## config.mk

```make
export PLATFORM = sky130hd
export DESIGN_NAME = avmm_burst_master_flat
export DESIGN_NICKNAME = d
export VERILOG_FILES = /design/src/rtl/avmm_if.sv /design/src/rtl/avmm_burst_master.sv /design/src/flat_wrapper.sv
export SDC_FILE = /design/constraint.sdc
export NUM_CORES = 1
export LEC_CHECK = 0
export BUFFER_PORTS_ARGS = -buffer_cell sky130_fd_sc_hd__buf_2
export CAP_MARGIN = 25
export CORE_AREA = 8 8 119 121
export DETAILED_ROUTE_END_ITERATION = 8
export DIE_AREA = 0 0 127 129
export PLACE_DENSITY = 0.55
export SYNTH_ARGS = -nofsm -noshare
export SYNTH_HDL_FRONTEND = slang
export SYNTH_SLANG_ARGS = --single-unit
```

## constraint.sdc

```tcl
create_clock -name clock -period 2.3 [get_ports clock]
set_input_delay 0.46 -clock clock [delete_from_list [all_inputs] [get_ports clock]]
set_output_delay 0.46 -clock clock [all_outputs]
set_load 0.01 [all_outputs]
```

## src/rtl/avmm_if.sv

```systemverilog
// Avalon-MM bursting bus bundle.
// Master drives the command/write side; slave returns wait/read data.
interface avmm_if #(
   parameter int AW  = 16,
   parameter int DW  = 64,
   parameter int BCW = 3
);
   logic [AW-1:0]   address;
   logic            read;
   logic            write;
   logic [BCW-1:0]  burstcount;
   logic [DW-1:0]   writedata;
   logic [DW/8-1:0] byteenable;
   logic            waitrequest;
   logic [DW-1:0]   readdata;
   logic            readdatavalid;

   modport master (
      output address, read, write, burstcount,
      output writedata, byteenable,
      input  waitrequest, readdata, readdatavalid
   );

   modport slave (
      input  address, read, write, burstcount,
      input  writedata, byteenable,
      output waitrequest, readdata, readdatavalid
   );
endinterface

```

## src/rtl/avmm_burst_master.sv

```systemverilog
// Avalon-MM burst master: one read or write burst per accepted command.
// Read beats pass straight through; write beats stream from wr_* handshake.
module avmm_burst_master #(
   parameter int AW        = 16,
   parameter int DW        = 64,
   parameter int MAX_BURST = 4,
   localparam int BCW      = $clog2(MAX_BURST) + 1
) (
   input  logic            clock,
   input  logic            reset_n,
   avmm_if.master          bus,
   input  logic            cmd_valid,
   output logic            cmd_ready,
   input  logic            cmd_write,
   input  logic [AW-1:0]   cmd_address,
   input  logic [BCW-1:0]  cmd_burstcount,
   input  logic            wr_valid,
   output logic            wr_ready,
   input  logic [DW-1:0]   wr_data,
   input  logic [DW/8-1:0] wr_byteenable,
   output logic            rd_valid,
   output logic [DW-1:0]   rd_data,
   output logic            done,
   output logic            error
);

   localparam int LSB = $clog2(DW/8);
   localparam logic [AW-1:0] AMASK =
      ~((AW'(1) << LSB) - AW'(1));

   typedef enum logic [1:0] {
      IDLE, RD_CMD, RD_DATA, WR_DATA
   } state_t;

   state_t         state_q, state_d;
   logic [AW-1:0]  addr_q, addr_d;
   logic [BCW-1:0] bc_q, bc_d;
   logic [BCW-1:0] cnt_q, cnt_d;
   logic           done_q, done_d;
   logic           err_q, err_d;
   logic           bc_bad;
   logic           last;

   assign bc_bad = (cmd_burstcount == '0) ||
                   (cmd_burstcount > BCW'(MAX_BURST));
   assign last   = (cnt_q == bc_q - BCW'(1));

   always_ff @(posedge clock) begin
      if (!reset_n) begin
         state_q <= IDLE;
         addr_q  <= '0;
         bc_q    <= '0;
         cnt_q   <= '0;
         done_q  <= 1'b0;
         err_q   <= 1'b0;
      end else begin
         state_q <= state_d;
         addr_q  <= addr_d;
         bc_q    <= bc_d;
         cnt_q   <= cnt_d;
         done_q  <= done_d;
         err_q   <= err_d;
      end
   end

   always_comb begin
      state_d        = state_q;
      addr_d         = addr_q;
      bc_d           = bc_q;
      cnt_d          = cnt_q;
      done_d         = 1'b0;
      err_d          = 1'b0;
      cmd_ready      = 1'b0;
      wr_ready       = 1'b0;
      rd_valid       = 1'b0;
      rd_data        = bus.readdata;
      bus.read       = 1'b0;
      bus.write      = 1'b0;
      bus.address    = addr_q;
      bus.burstcount = bc_q;
      bus.writedata  = wr_data;
      bus.byteenable = '1;
      unique case (state_q)
         IDLE: begin
            cmd_ready = 1'b1;
            if (cmd_valid) begin
               addr_d = cmd_address & AMASK;
               bc_d   = cmd_burstcount;
               cnt_d  = '0;
               if (bc_bad) begin
                  err_d = 1'b1;
               end else if (cmd_write) begin
                  state_d = WR_DATA;
               end else begin
                  state_d = RD_CMD;
               end
            end
         end
         RD_CMD: begin
            bus.read = 1'b1;
            if (!bus.waitrequest) begin
               state_d = RD_DATA;
            end
         end
         RD_DATA: begin
            if (bus.readdatavalid) begin
               rd_valid = 1'b1;
               cnt_d    = cnt_q + BCW'(1);
               if (last) begin
                  done_d  = 1'b1;
                  state_d = IDLE;
               end
            end
         end
         WR_DATA: begin
            bus.write      = wr_valid;
            bus.byteenable = wr_byteenable;
            wr_ready       = !bus.waitrequest;
            if (wr_valid && !bus.waitrequest) begin
               cnt_d = cnt_q + BCW'(1);
               if (last) begin
                  done_d  = 1'b1;
                  state_d = IDLE;
               end
            end
         end
         default: state_d = IDLE;
      endcase
      // Outputs are forced quiet while reset is held, even before the first edge.
      if (!reset_n) begin
         cmd_ready = 1'b0;
         wr_ready  = 1'b0;
         rd_valid  = 1'b0;
         bus.read  = 1'b0;
         bus.write = 1'b0;
      end
   end

   assign done  = done_q & reset_n;
   assign error = err_q & reset_n;

endmodule
```

## src/flat_wrapper.sv

```systemverilog
// flat-port wrapper written by rule: the top's interface ports become plain ports
module avmm_burst_master_flat 
#(
   parameter int AW        = 16,
   parameter int DW        = 64,
   parameter int MAX_BURST = 4,
   localparam int BCW      = $clog2(MAX_BURST) + 1
)
  (clock, reset_n, cmd_valid, cmd_ready, cmd_write, cmd_address, cmd_burstcount, wr_valid, wr_ready, wr_data, wr_byteenable, rd_valid, rd_data, done, error, bus_address, bus_read, bus_write, bus_burstcount, bus_writedata, bus_byteenable, bus_waitrequest, bus_readdata, bus_readdatavalid);
  avmm_if #(.AW(AW), .DW(DW)) bus_i ();
  input  logic clock;
  input  logic reset_n;
  input  logic cmd_valid;
  output logic cmd_ready;
  input  logic cmd_write;
  input  logic [AW-1:0] cmd_address;
  input  logic [BCW-1:0] cmd_burstcount;
  input  logic wr_valid;
  output logic wr_ready;
  input  logic [DW-1:0] wr_data;
  input  logic [DW/8-1:0] wr_byteenable;
  output logic rd_valid;
  output logic [DW-1:0] rd_data;
  output logic done;
  output logic error;
  output wire logic [$bits(bus_i.address)-1:0] bus_address;
  output wire logic [$bits(bus_i.read)-1:0] bus_read;
  output wire logic [$bits(bus_i.write)-1:0] bus_write;
  output wire logic [$bits(bus_i.burstcount)-1:0] bus_burstcount;
  output wire logic [$bits(bus_i.writedata)-1:0] bus_writedata;
  output wire logic [$bits(bus_i.byteenable)-1:0] bus_byteenable;
  input wire logic [$bits(bus_i.waitrequest)-1:0] bus_waitrequest;
  input wire logic [$bits(bus_i.readdata)-1:0] bus_readdata;
  input wire logic [$bits(bus_i.readdatavalid)-1:0] bus_readdatavalid;
  assign bus_address = bus_i.address;
  assign bus_read = bus_i.read;
  assign bus_write = bus_i.write;
  assign bus_burstcount = bus_i.burstcount;
  assign bus_writedata = bus_i.writedata;
  assign bus_byteenable = bus_i.byteenable;
  assign bus_i.waitrequest = bus_waitrequest;
  assign bus_i.readdata = bus_readdata;
  assign bus_i.readdatavalid = bus_readdatavalid;
  avmm_burst_master #(.AW(AW), .DW(DW), .MAX_BURST(MAX_BURST)) u_core (.clock(clock), .reset_n(reset_n), .bus(bus_i), .cmd_valid(cmd_valid), .cmd_ready(cmd_ready), .cmd_write(cmd_write), .cmd_address(cmd_address), .cmd_burstcount(cmd_burstcount), .wr_valid(wr_valid), .wr_ready(wr_ready), .wr_data(wr_data), .wr_byteenable(wr_byteenable), .rd_valid(rd_valid), .rd_data(rd_data), .done(done), .error(error));
endmodule
```

# After elaboration in Yosys (flattened, before gate mapping)
# Cells that the tools add are included.
# classes
add_sub_neg	2
multipliers	0
div	0
n_lt_le_gt_ge	1
eq_ne	9
shift	0
muxes	29
n_bitwise	2
reduce_logical	10
# ops
op	count
$mux 1	15
$mux 2	7
$mux 3	3
$pmux 3 s3	1
$mux 8	1
$ne 2x2->1 const B	4
$pmux 2 s4	1
$reduce_and 5->1	1
$eq 2x2->1 const B	2
$reduce_and 4->1	1
$add 3x1->3 const B	1
$eq 3x3->1	1
$gt 3x3->1 const B	1
$logic_not 3->1	1
$reduce_and 3->1	1
$reduce_bool 3->1	1
$sub 3x1->3 const B	1
$and 1x1->1	2
$eq 2x1->1 const B	1
$logic_not 2->1	1
$ne 2x1->1 const B	1
$pmux 1 s2	1
$reduce_and 2->1	1
$logic_and 1x1->1	1
2 further kinds	2
# totals
reg_bits	23
latchBits	0
mem_bits_rw	0
rom_bits	0
input_bits	162
out_inout_bits	162
mem_count	0

# Longest topological paths before layout
# Gate-level depths: netlist (run 1).
# depth
depth_word	5
mapped_depth	7
ltp_nobuf	6

# Least setup slack after synthesis (run 1)
# No wires, ideal clock.
# synth_path
path_type	input to output
from	input port reset_n
to	output port rd_valid
arrival_ns	1.012
required_ns	1.840
path_slack_ns	0.828
stages	3
n_path_buf	1
cell_sequence	inv_1 > clkbuf_1 > nor3_1
# synth_via
elab_chain_len	1
# synth_rtl
item	line_no	text
from (decl)	flat_wrapper.sv:12	input logic reset_n;
$mux 1	avmm_burst_master.sv:130	if (!reset_n) begin
to (decl)	flat_wrapper.sv:22	output logic rd_valid;
# No other way between the ends.

# Worst setup path in the final report (run 1)
# layout_path
from	register u_core.state_q[0]
to	output port bus_byteenable[3]
# layout_via
elab_chain_len	2
# layout_rtl
item	line_no	text
from (decl)	avmm_burst_master.sv:35	state_t state_q, state_d;
from (signal assigned)	avmm_burst_master.sv:57	state_q <= state_d;
$eq 2x2->1	avmm_burst_master.sv:83	unique case (state_q)
$mux 8	avmm_burst_master.sv:83	
to (decl)	flat_wrapper.sv:31	output wire logic [$bits(bus_i.byteenable)-1:0] bus_byteenable;
# No other way between the ends.

==> results of run 1 <==
==> tightest hold or removal path, cell delays in order <==
cell and delay (ns):
buf_2 0.10, nand2_1 0.05, a21oi_1 0.05
==> state kept, by name, summed over array words and instances (netlist names) <==
register / count
u_core.bus.burstcount: 3
u_core.err_q: 1
u_core.done_q: 1
u_core.state_q: 2
u_core.bus.address: 13
u_core.cnt_q: 3
==> Yosys cell counts, types with 2 or more instances <==
library cell  number
a21oi_1            9
a21oi_2           10
and2_1             2
buf_4            133
dfxtp_1           23
ha_1               2
inv_1              5
nand2_1           32
nand2_2            5
nand3_1            4
nor2_1             7
nor3_1             4
or2_2              8
xnor2_1            3
xor2_1             4
==> logic make-up (layout without fill, tap and decap cells) <==
family,count (synthesis),after routing
AO/OA/AOI/OAI,24,24
buffers and inverters,143,72
XOR/XNOR,7,7
flip-flops,23,23
adder cells (fa/ha/maj),2,2
AND/OR/NAND/NOR,68,68
other,1,3
==> per-stage QoR <==
| step | utilization | hold WS [ns] | instances | power (W) | area [sq um] |
|---|---|---|---|---|---|
| 6_report | 0.1368 | 0.4335 | 349 | 0.001064 | 1684 |
| 5_1_grt | 0.1368 | 0.4369 | 349 | 0.001126 | 1684 |
| 4_1_cts | 0.1368 | 0.4292 | 349 | 0.001092 | 1684 |
| 3_5_place_dp | 0.1304 | 0.4486 | 345 | 0.0006811 | 1605 |
| 3_3_place_gp | 0.1304 | 0.4396 | 345 | 0.0006736 | 1605 |
| 2_1_floorplan | - | 0.4761 | 270 | 0.0008359 | 2151 |
==> area by class of cell <==
type                    count  area, sq um
clock buffers               4        78.83
fillers                  1438        10630
inverters                   5        18.77
multi-input cells         104        618.1
flip-flops and latches     23        460.4
well taps                 150        187.7
repair buffers             63        320.3
==> power breakdown <==
| group | internal [W] | total, W | switching (W) |
|---|---|---|---|
| registers | 0.000425 | 0.000445 | 0.0000193 |
| logic | 0.0000861 | 0.000221 | 0.000135 |
| clock network | 0.000237 | 0.000398 | 0.000161 |
==> routing by layer <==
layer	track usage	part of all wire	up-vias
li1	-	-	567
met1	0.05227	0.33	565
met2	0.1058	0.45	100
met3	0.03972	0.14	56
met4	0.04689	0.071	2
met5	0	0.0018	-
==> worst min path at each step <==
stage | from | end | cells past startpoint
6_report | cmd_address[4] | u_core.bus.address[4]$_SDFFE_PN0P_ | 3
5_1_grt | cmd_address[13] | u_core.bus.address[13]$_SDFFE_PN0P_ | 3
4_1_cts | cmd_address[14] | u_core.bus.address[14]$_SDFFE_PN0P_ | 3
3_5_place_dp | u_core.bus.address[6]$_SDFFE_PN0P_ | u_core.bus.address[6]$_SDFFE_PN0P_ | 2
3_3_place_gp | u_core.bus.address[4]$_SDFFE_PN0P_ | u_core.bus.address[4]$_SDFFE_PN0P_ | 2
2_1_floorplan | u_core.cnt_q[1]$_SDFFE_PN0P_ | u_core.cnt_q[1]$_SDFFE_PN0P_ | 2
==> flow_metrics.tcl, run 1 <==
set metrics [dict create \
    clock-sinks 23 \
    grt.overflow.total 0 \
    drt_iter0_drc 38 \
    clockBufferDepth 2 \
    reg2regPathDepth 6 \
    seq_area_frac_synth 0.2148 \
    fmax_ghz 0.5168 \
    wl_microns 5462 \
    cts_tree "yes" \
    die_h_microns 129 \
    synth_compound_area_frac 0.08290 \
    cts-root-buf "clkbuf_16" \
    h-tree-depth 1 \
    cts_setup_buffers 0 \
    crit_path_cell_trace "nand2_1 > or2_2 > buf_2" \
    yosysTopAreaCellShare 0.4658 \
    first_pass_iters 2 \
    rsz0062_at_grt "no" \
    cts_resized 0 \
    yosys.area_share.simple 0.1600 \
    drtAntennaViolNets 0 \
    max_stage_delay_ns 0.54 \
    ys_types 32 \
    via_count 1290 \
    synthCells 268 \
    required_ns 1.84 \
    slowest_stage "dfxtp_1" \
    viasPerCell 3.696 \
    wl_per_cell_microns 15.65 \
    final_layout_size_suffix_gt1_frac 0.4824 \
    clkTransAtPathRegs_ns 0.07 \
    synth_largest_area_cell "buf_4" \
    start_util 0.1741 \
    drv_cap 0 \
    synth.area.mux_share 0 \
    min_path_type "primary input to flip-flop" \
    r2r_slack_ns 0.81 \
    syn_area_sq_um 2143 \
    synth-seq-cells 23 \
    dieArea_sq_um 16380 \
    final_cell_mix "buf_2, nand2_1, dfxtp_1" \
    clock_skew_ns 0.007698 \
    ir_drop_uv 220.9 \
    grt_pass1_wl_microns 7879 \
    areaGrowthSynthToFinish_pct -21.42 \
    cp-startpoint "u_core.state_q[0]$_SDFFE_PN0P_" \
    ys_dominant_reg_cell "dfxtp_1" \
    reg2reg_to "u_core.state_q[0]$_SDFFE_PN0P_" \
    grt_antenna_before_repair 1 \
    post-place-ws_ns 0.6307 \
    antenna_cells 0 \
    ys_warn_count 0 \
    report.final.hold_viol_count 0 \
    synth_top_family_by_area "buffers and inverters" \
    timing.rr.start "u_core.bus.burstcount[0]$_SDFFE_PN0P_" \
    power_density_nw_per_um2 631.6 \
    syn_area_per_cell_sq_um 7.997 \
    grt_pass1_vias 1407 \
    end_kind "output pin" \
    criticalPathCategory "flip-flop to output pin" \
    worst-path-buf-inv 1 \
    portBuffers 61 \
    grt_util_all_layers 0.06237 \
    postSynth.asyncResetShare 0 \
    rows 41 \
    final_common_cell "buf_2" \
    period_share 0.8413 \
    critPathCapture "bus_byteenable[3]" \
    status "finished clean" \
    synth_xor_area_frac 0.02860 \
    finalWorstSetupSlack_ns 0.3650 \
    ios 324 \
    clock_latency_ns 0.26 \
    critPathLaunchType "flip-flop" \
    holdBufCountCts 0 \
    gp_congestion 0.7579 \
    arrival_ns 1.48 \
    finalSetupViolCount 0 \
    core-area_sq_um 12310 \
    fin_tns_setup_ns 0 \
    die_x_microns 127 \
    worst-path-max-fanout 10 \
    synth_fa_ha_area_frac 0.01168 \
    path_depth 3 \
    route.detailed.drc 0 \
    ys_top_cells_by_area "buf_4, dfxtp_1, nand2_1, a21oi_2, or2_2" \
    layout.nets 364 \
    cts_buffers 3 \
    cellLeakagePower_nw 0.7092 \
    synth_edf_count 0 \
    maxSlewViolCount 0 \
    crit_family "flip-flops" \
    period_needed_ns 1.935 \
    post-dp-hpwl_microns 4254 \
    grt_max_degree 20 \
]
Power figures use the tool's default switching activity.
==> run 2, diff against run 1 <==
--- a/config.mk
+++ b/config.mk
@@ -7,10 +7,10 @@
 export LEC_CHECK = 0
 export BUFFER_PORTS_ARGS = -buffer_cell sky130_fd_sc_hd__buf_2
 export CAP_MARGIN = 25
-export CORE_AREA = 8 8 119 121
+export CORE_AREA = 8 8 120 122
 export DETAILED_ROUTE_END_ITERATION = 8
-export DIE_AREA = 0 0 127 129
-export PLACE_DENSITY = 0.55
+export DIE_AREA = 0 0 128 130
+export PLACE_DENSITY = 0.54
 export SYNTH_ARGS = -nofsm -noshare
 export SYNTH_HDL_FRONTEND = slang
 export SYNTH_SLANG_ARGS = --single-unit
==> constraint.sdc (replaced) <==
create_clock -name clock -period 1.97 [get_ports clock]
set_input_delay 0.394 -clock clock [delete_from_list [all_inputs] [get_ports clock]]
set_output_delay 0.394 -clock clock [all_outputs]
set_load 0.01 [all_outputs]
==> run 2 against run 1 <==
  * Clock skew is 0.0019 ns lower
  * First-iteration DRC count is 37% higher
  * Clock power is 17% higher
  * Core utilization is 0.13 points higher
  * Final area is 1.8% higher
  * Count of clock-buffer cells in the layout is 1 lower
  * Cell count is 6.3% higher
  * Critical endpoint unchanged
==> flow_metrics.tcl, run 2 (synthesis results as in run 1) <==
set metrics [dict create \
    status "finished clean" \
    grt_antenna_before_repair 0 \
    criticalPathCategory "flip-flop to output pin" \
    clock_skew_ns 0.005797 \
    die_x_microns 128 \
    ir_drop_uv 356.7 \
    clkTransAtPathRegs_ns 0.07 \
    required_ns 1.58 \
    arrival_ns 1.35 \
    core-area_sq_um 12410 \
    gp_congestion 0.7015 \
    areaGrowthSynthToFinish_pct -20.02 \
    power_density_nw_per_um2 722.6 \
    layout.nets 364 \
    cts_tree "yes" \
    wl_microns 5253 \
    viasPerCell 3.423 \
    rsz0062_at_grt "no" \
    final_cell_mix "buf_2, nand2_1, dfxtp_1" \
    fmax_ghz 0.5737 \
    grt_pass1_wl_microns 7679 \
    post-place-ws_ns 0.3651 \
    worst-path-max-fanout 8 \
    grt_max_degree 20 \
    die_h_microns 130 \
    h-tree-depth 1 \
    clock_latency_ns 0.26 \
    antenna_cells 0 \
    dieArea_sq_um 16640 \
    slowest_stage "dfxtp_1" \
    drt_iter0_drc 52 \
    start_util 0.1726 \
    final_common_cell "buf_2" \
    cts_buffers 3 \
    grt.overflow.total 0 \
    period_share 0.8848 \
    end_kind "output pin" \
    wl_per_cell_microns 14.16 \
    portBuffers 61 \
    finalSetupViolCount 0 \
    drv_cap 0 \
    post-dp-hpwl_microns 4087 \
    final_layout_size_suffix_gt1_frac 0.4925 \
    max_stage_delay_ns 0.46 \
    worst_hold_slack_ns 0.3631 \
    crit_path_cell_trace "nand2_1 > or2_2 > buf_2" \
    first_pass_iters 4 \
    ios 324 \
    rows 41 \
    cellLeakagePower_nw 0.7123 \
    clockBufferDepth 2 \
    final_util 0.1381 \
    drtAntennaViolNets 0 \
    grt_util_all_layers 0.06148 \
    critPathLaunchType "flip-flop" \
    fin_tns_setup_ns 0 \
    cts-root-buf "clkbuf_16" \
    post-route-cell-area_sq_um 1714 \
    finalWorstSetupSlack_ns 0.2269 \
    period_needed_ns 1.743 \
    maxSlewViolCount 0 \
    min_path_type "primary input to flip-flop" \
    largest_reg_flops 13 \
    grt_pass1_vias 1361 \
    report.final.hold_viol_count 0 \
    clock-sinks 23 \
    route.detailed.drc 0 \
    via_count 1270 \
    cts_setup_buffers 0 \
    dpl_cell_area_sq_um 1633 \
]
[run 2: cell count changes in the layout (fill, tap and decap cells not counted), sizes merged]
| cell | previous run | this run |
|---|---|---|
| clkbuf | 4 | 3 |
| clkinv | 0 | 1 |
[run 2: timing repair]
item	in CTS	in global routing
gates resized for setup	0	1
hold buffers	0	0
hold endpoints to repair	0	0
endpoints found under the setup margin	0	5
[run 2: final timing paths]
path                            depth (start not counted)                                   from  slack [ns]                                 end
worst max-delay path                                    3         u_core.state_q[1]$_SDFFE_PN0P_        0.23                   bus_byteenable[3]
worst min-delay path                                    3                         cmd_address[4]        0.36  u_core.bus.address[4]$_SDFFE_PN0P_
worst max register to register                          6  u_core.bus.burstcount[0]$_SDFFE_PN0P_        0.46      u_core.state_q[0]$_SDFFE_PN0P_
worst min register to register                          2     u_core.bus.address[7]$_SDFFE_PN0P_        0.46  u_core.bus.address[7]$_SDFFE_PN0P_
[run 2: report_power, final]
group	internal, W	switching [W]	total [W]
sequential	0.000497	0.0000249	0.000522
clock	0.000274	0.000192	0.000466
combinational	0.000100	0.000150	0.000251
total	0.000871	0.000367	0.00124
[run 2: metrics by stage]
stage	total power, W	std cells
3_3_place_gp	0.0007846	367
6_report	0.001239	371
4_1_cts	0.001274	371
2_1_floorplan	0.0009759	270
5_1_grt	0.001313	371
3_5_place_dp	0.0007935	367
[run 2: layout make-up]
class	count	area [sq um]
Timing Repair Buffer	63	320.3
Clock buffer	3	75.07
Multi-Input combinational cell	104	618.1
Tap cell	172	215.2
Inverter	5	18.77
Clock inverter	1	5.005
Fill cell	1474	10700
Sequential cell	23	461.7
[run 2: routing by layer]
metal	GRT usage	share of wire
met3	0.03223	0.13
met4	0.06783	0.086
met2	0.1021	0.47
met5	0	0
met1	0.04998	0.31
[run 2: critical path: cells and delay by family (launching register included)]
| family | cells | cell delay (ns) |
|---|---|---|
| DFF | 1 | 0.46 |
| and+or+nand+nor | 2 | 0.48 |
| buffers and inverters | 1 | 0.14 |
==> run 3, diff against run 2 <==
==> constraint.sdc (replaced) <==
create_clock -name clock -period 1.75 [get_ports clock]
set_input_delay 0.35 -clock clock [delete_from_list [all_inputs] [get_ports clock]]
set_output_delay 0.35 -clock clock [all_outputs]
set_load 0.1 [all_outputs]
==> run 3 against run 2 <==
  * Global-route usage increased by 0.10 points
  * Hold slack lost 0.049 ns
  * First-iteration DRC count fell by 31%
  * Clock power grew 14%
  * Final area is 11% higher
  * Cell count increased by 0.81%
  * Core utilization increased by 1.5 points
  * Critical path depth stayed put
  * Non-clock buffer count up 3
  * Sequential cell count stayed put
  * Sequential share of layout area decreased by 2.5 points
  * Critical path type unchanged
  * Critical endpoint is now bus_byteenable[7]
  * Largest power group is now combinational logic
  * Highest routed layer unchanged
==> flow_metrics.tcl, run 3 (synthesis results as in run 1) <==
set metrics [dict create \
    grtUsageMet1 0.06145 \
    clock_skew_ns 0.002437 \
    clkTransAtPathRegs_ns 0.07 \
    grt_max_degree 20 \
    viasPerCell 3.465 \
    route.detailed.drc 0 \
    arrival_ns 1.31 \
    via_count 1296 \
    fill_cells 1442 \
    wl_per_cell_microns 14.70 \
    die_h_microns 130 \
    cellLeakagePower_nw 0.7655 \
    die_x_microns 128 \
    finalSetupViolCount 0 \
    post-place-ws_ns 0.1450 \
    start_util 0.1726 \
    holdBufCountCts 0 \
    clock-sinks 23 \
    cts_resized 10 \
    relSlewSlack 0.6593 \
    busiest_layer "met2" \
    use_met2 0.09116 \
    areaGrowthSynthToFinish_pct -11.27 \
    final_common_cell "buf_2" \
    worst_hold_slack_ns 0.3146 \
    worst-path-max-fanout 8 \
    cts_tree "yes" \
    dieArea_sq_um 16640 \
    gp_congestion 0.6953 \
    period_share 0.9496 \
    final_layout_size_suffix_gt1_frac 0.5396 \
    ir_drop_uv 244.5 \
    cts_setup_buffers 0 \
    report.final.hold_viol_count 0 \
    post-dp-hpwl_microns 4354 \
    drv_cap 0 \
    criticalPathCategory "flip-flop to output pin" \
    grt_antenna_before_repair 0 \
    clock_latency_ns 0.26 \
    core-area_sq_um 12410 \
    grt_use_met3 0.03754 \
    critPathLaunchType "flip-flop" \
    grt_util_all_layers 0.06249 \
    cts-root-buf "clkbuf_16" \
    required_ns 1.40 \
    grt_pass1_wl_microns 7700 \
    grt.overflow.total 0 \
    wl_microns 5496 \
    maxSlewViolCount 0 \
    finalWorstSetupSlack_ns 0.08819 \
    largest_reg_flops 13 \
    drt_iter0_drc 36 \
    rsz0062_at_grt "no" \
    final_cell_mix "buf_2, nand2_1, dfxtp_1" \
    layout.nets 367 \
    cts_buffers 3 \
    drtAntennaViolNets 0 \
    portBuffers 61 \
    clockBufferDepth 2 \
    rows 41 \
    period_needed_ns 1.662 \
    min_path_type "primary input to flip-flop" \
    status "finished clean" \
    antenna_cells 0 \
    first_pass_iters 4 \
    grt_pass1_vias 1362 \
    worst_pin_slew_ns 0.5074 \
    fmax_ghz 0.6018 \
    h-tree-depth 1 \
    ios 324 \
    power_density_nw_per_um2 909.3 \
    end_kind "output pin" \
]
==> run 3: worst paths after layout <==
path,from,endpoint,slack (ns),cells past startpoint
min,cmd_address[9],u_core.bus.address[9]$_SDFFE_PN0P_,0.31,3
min reg2reg,u_core.bus.address[8]$_SDFFE_PN0P_,u_core.bus.address[8]$_SDFFE_PN0P_,0.45,2
max,u_core.state_q[1]$_SDFFE_PN0P_,bus_byteenable[7],0.09,3
max reg2reg,u_core.bus.burstcount[1]$_SDFFE_PN0P_,u_core.state_q[0]$_SDFFE_PN0P_,0.25,6
==> run 3: through the flow <==
step	TNS [ns]	cell area, sq um	util	instances	power, W
5_1_grt	0	1902	0.1532	374	0.001832
2_1_floorplan	-0.1275	2192	-	270	0.002467
6_report	0	1902	0.1532	374	0.001729
4_1_cts	0	1899	0.1530	374	0.001781
3_3_place_gp	0	1798	0.1448	370	0.001207
3_5_place_dp	0	1798	0.1448	370	0.001214
==> run 3: report_power, final <==
group	internal [W]	switching (W)	leakage, nW	total, W
sequential	0.000561	0.0000253	0.190	0.000586
clock	0.000312	0.000221	0.0382	0.000533
combinational	0.000144	0.000466	0.537	0.000610
==> run 3: layout make-up <==
class,instances,area [sq um],share of cell area
Sequential cell,23,465.4,0.2447
Tap cell,172,215.2,0.1132
Timing Repair Buffer,66,467.9,0.2461
Multi-Input combinational cell,104,655.6,0.3447
Inverter,5,18.77,0.009868
Clock buffer,4,78.83,0.04145
==> run 3: layer usage <==
layer / vias up / wire length (microns)
li1: 574 / -
met1: 556 / 2024
met2: 106 / 2286
met3: 60 / 755
met4: 0 / 430
met5: - / 0
==> run 3: worst max-delay path, cell delays in order (launching register included) <==
cell and delay [ns]:
dfxtp_2 0.41, nand2_2 0.11, or2_2 0.29, buf_4 0.24
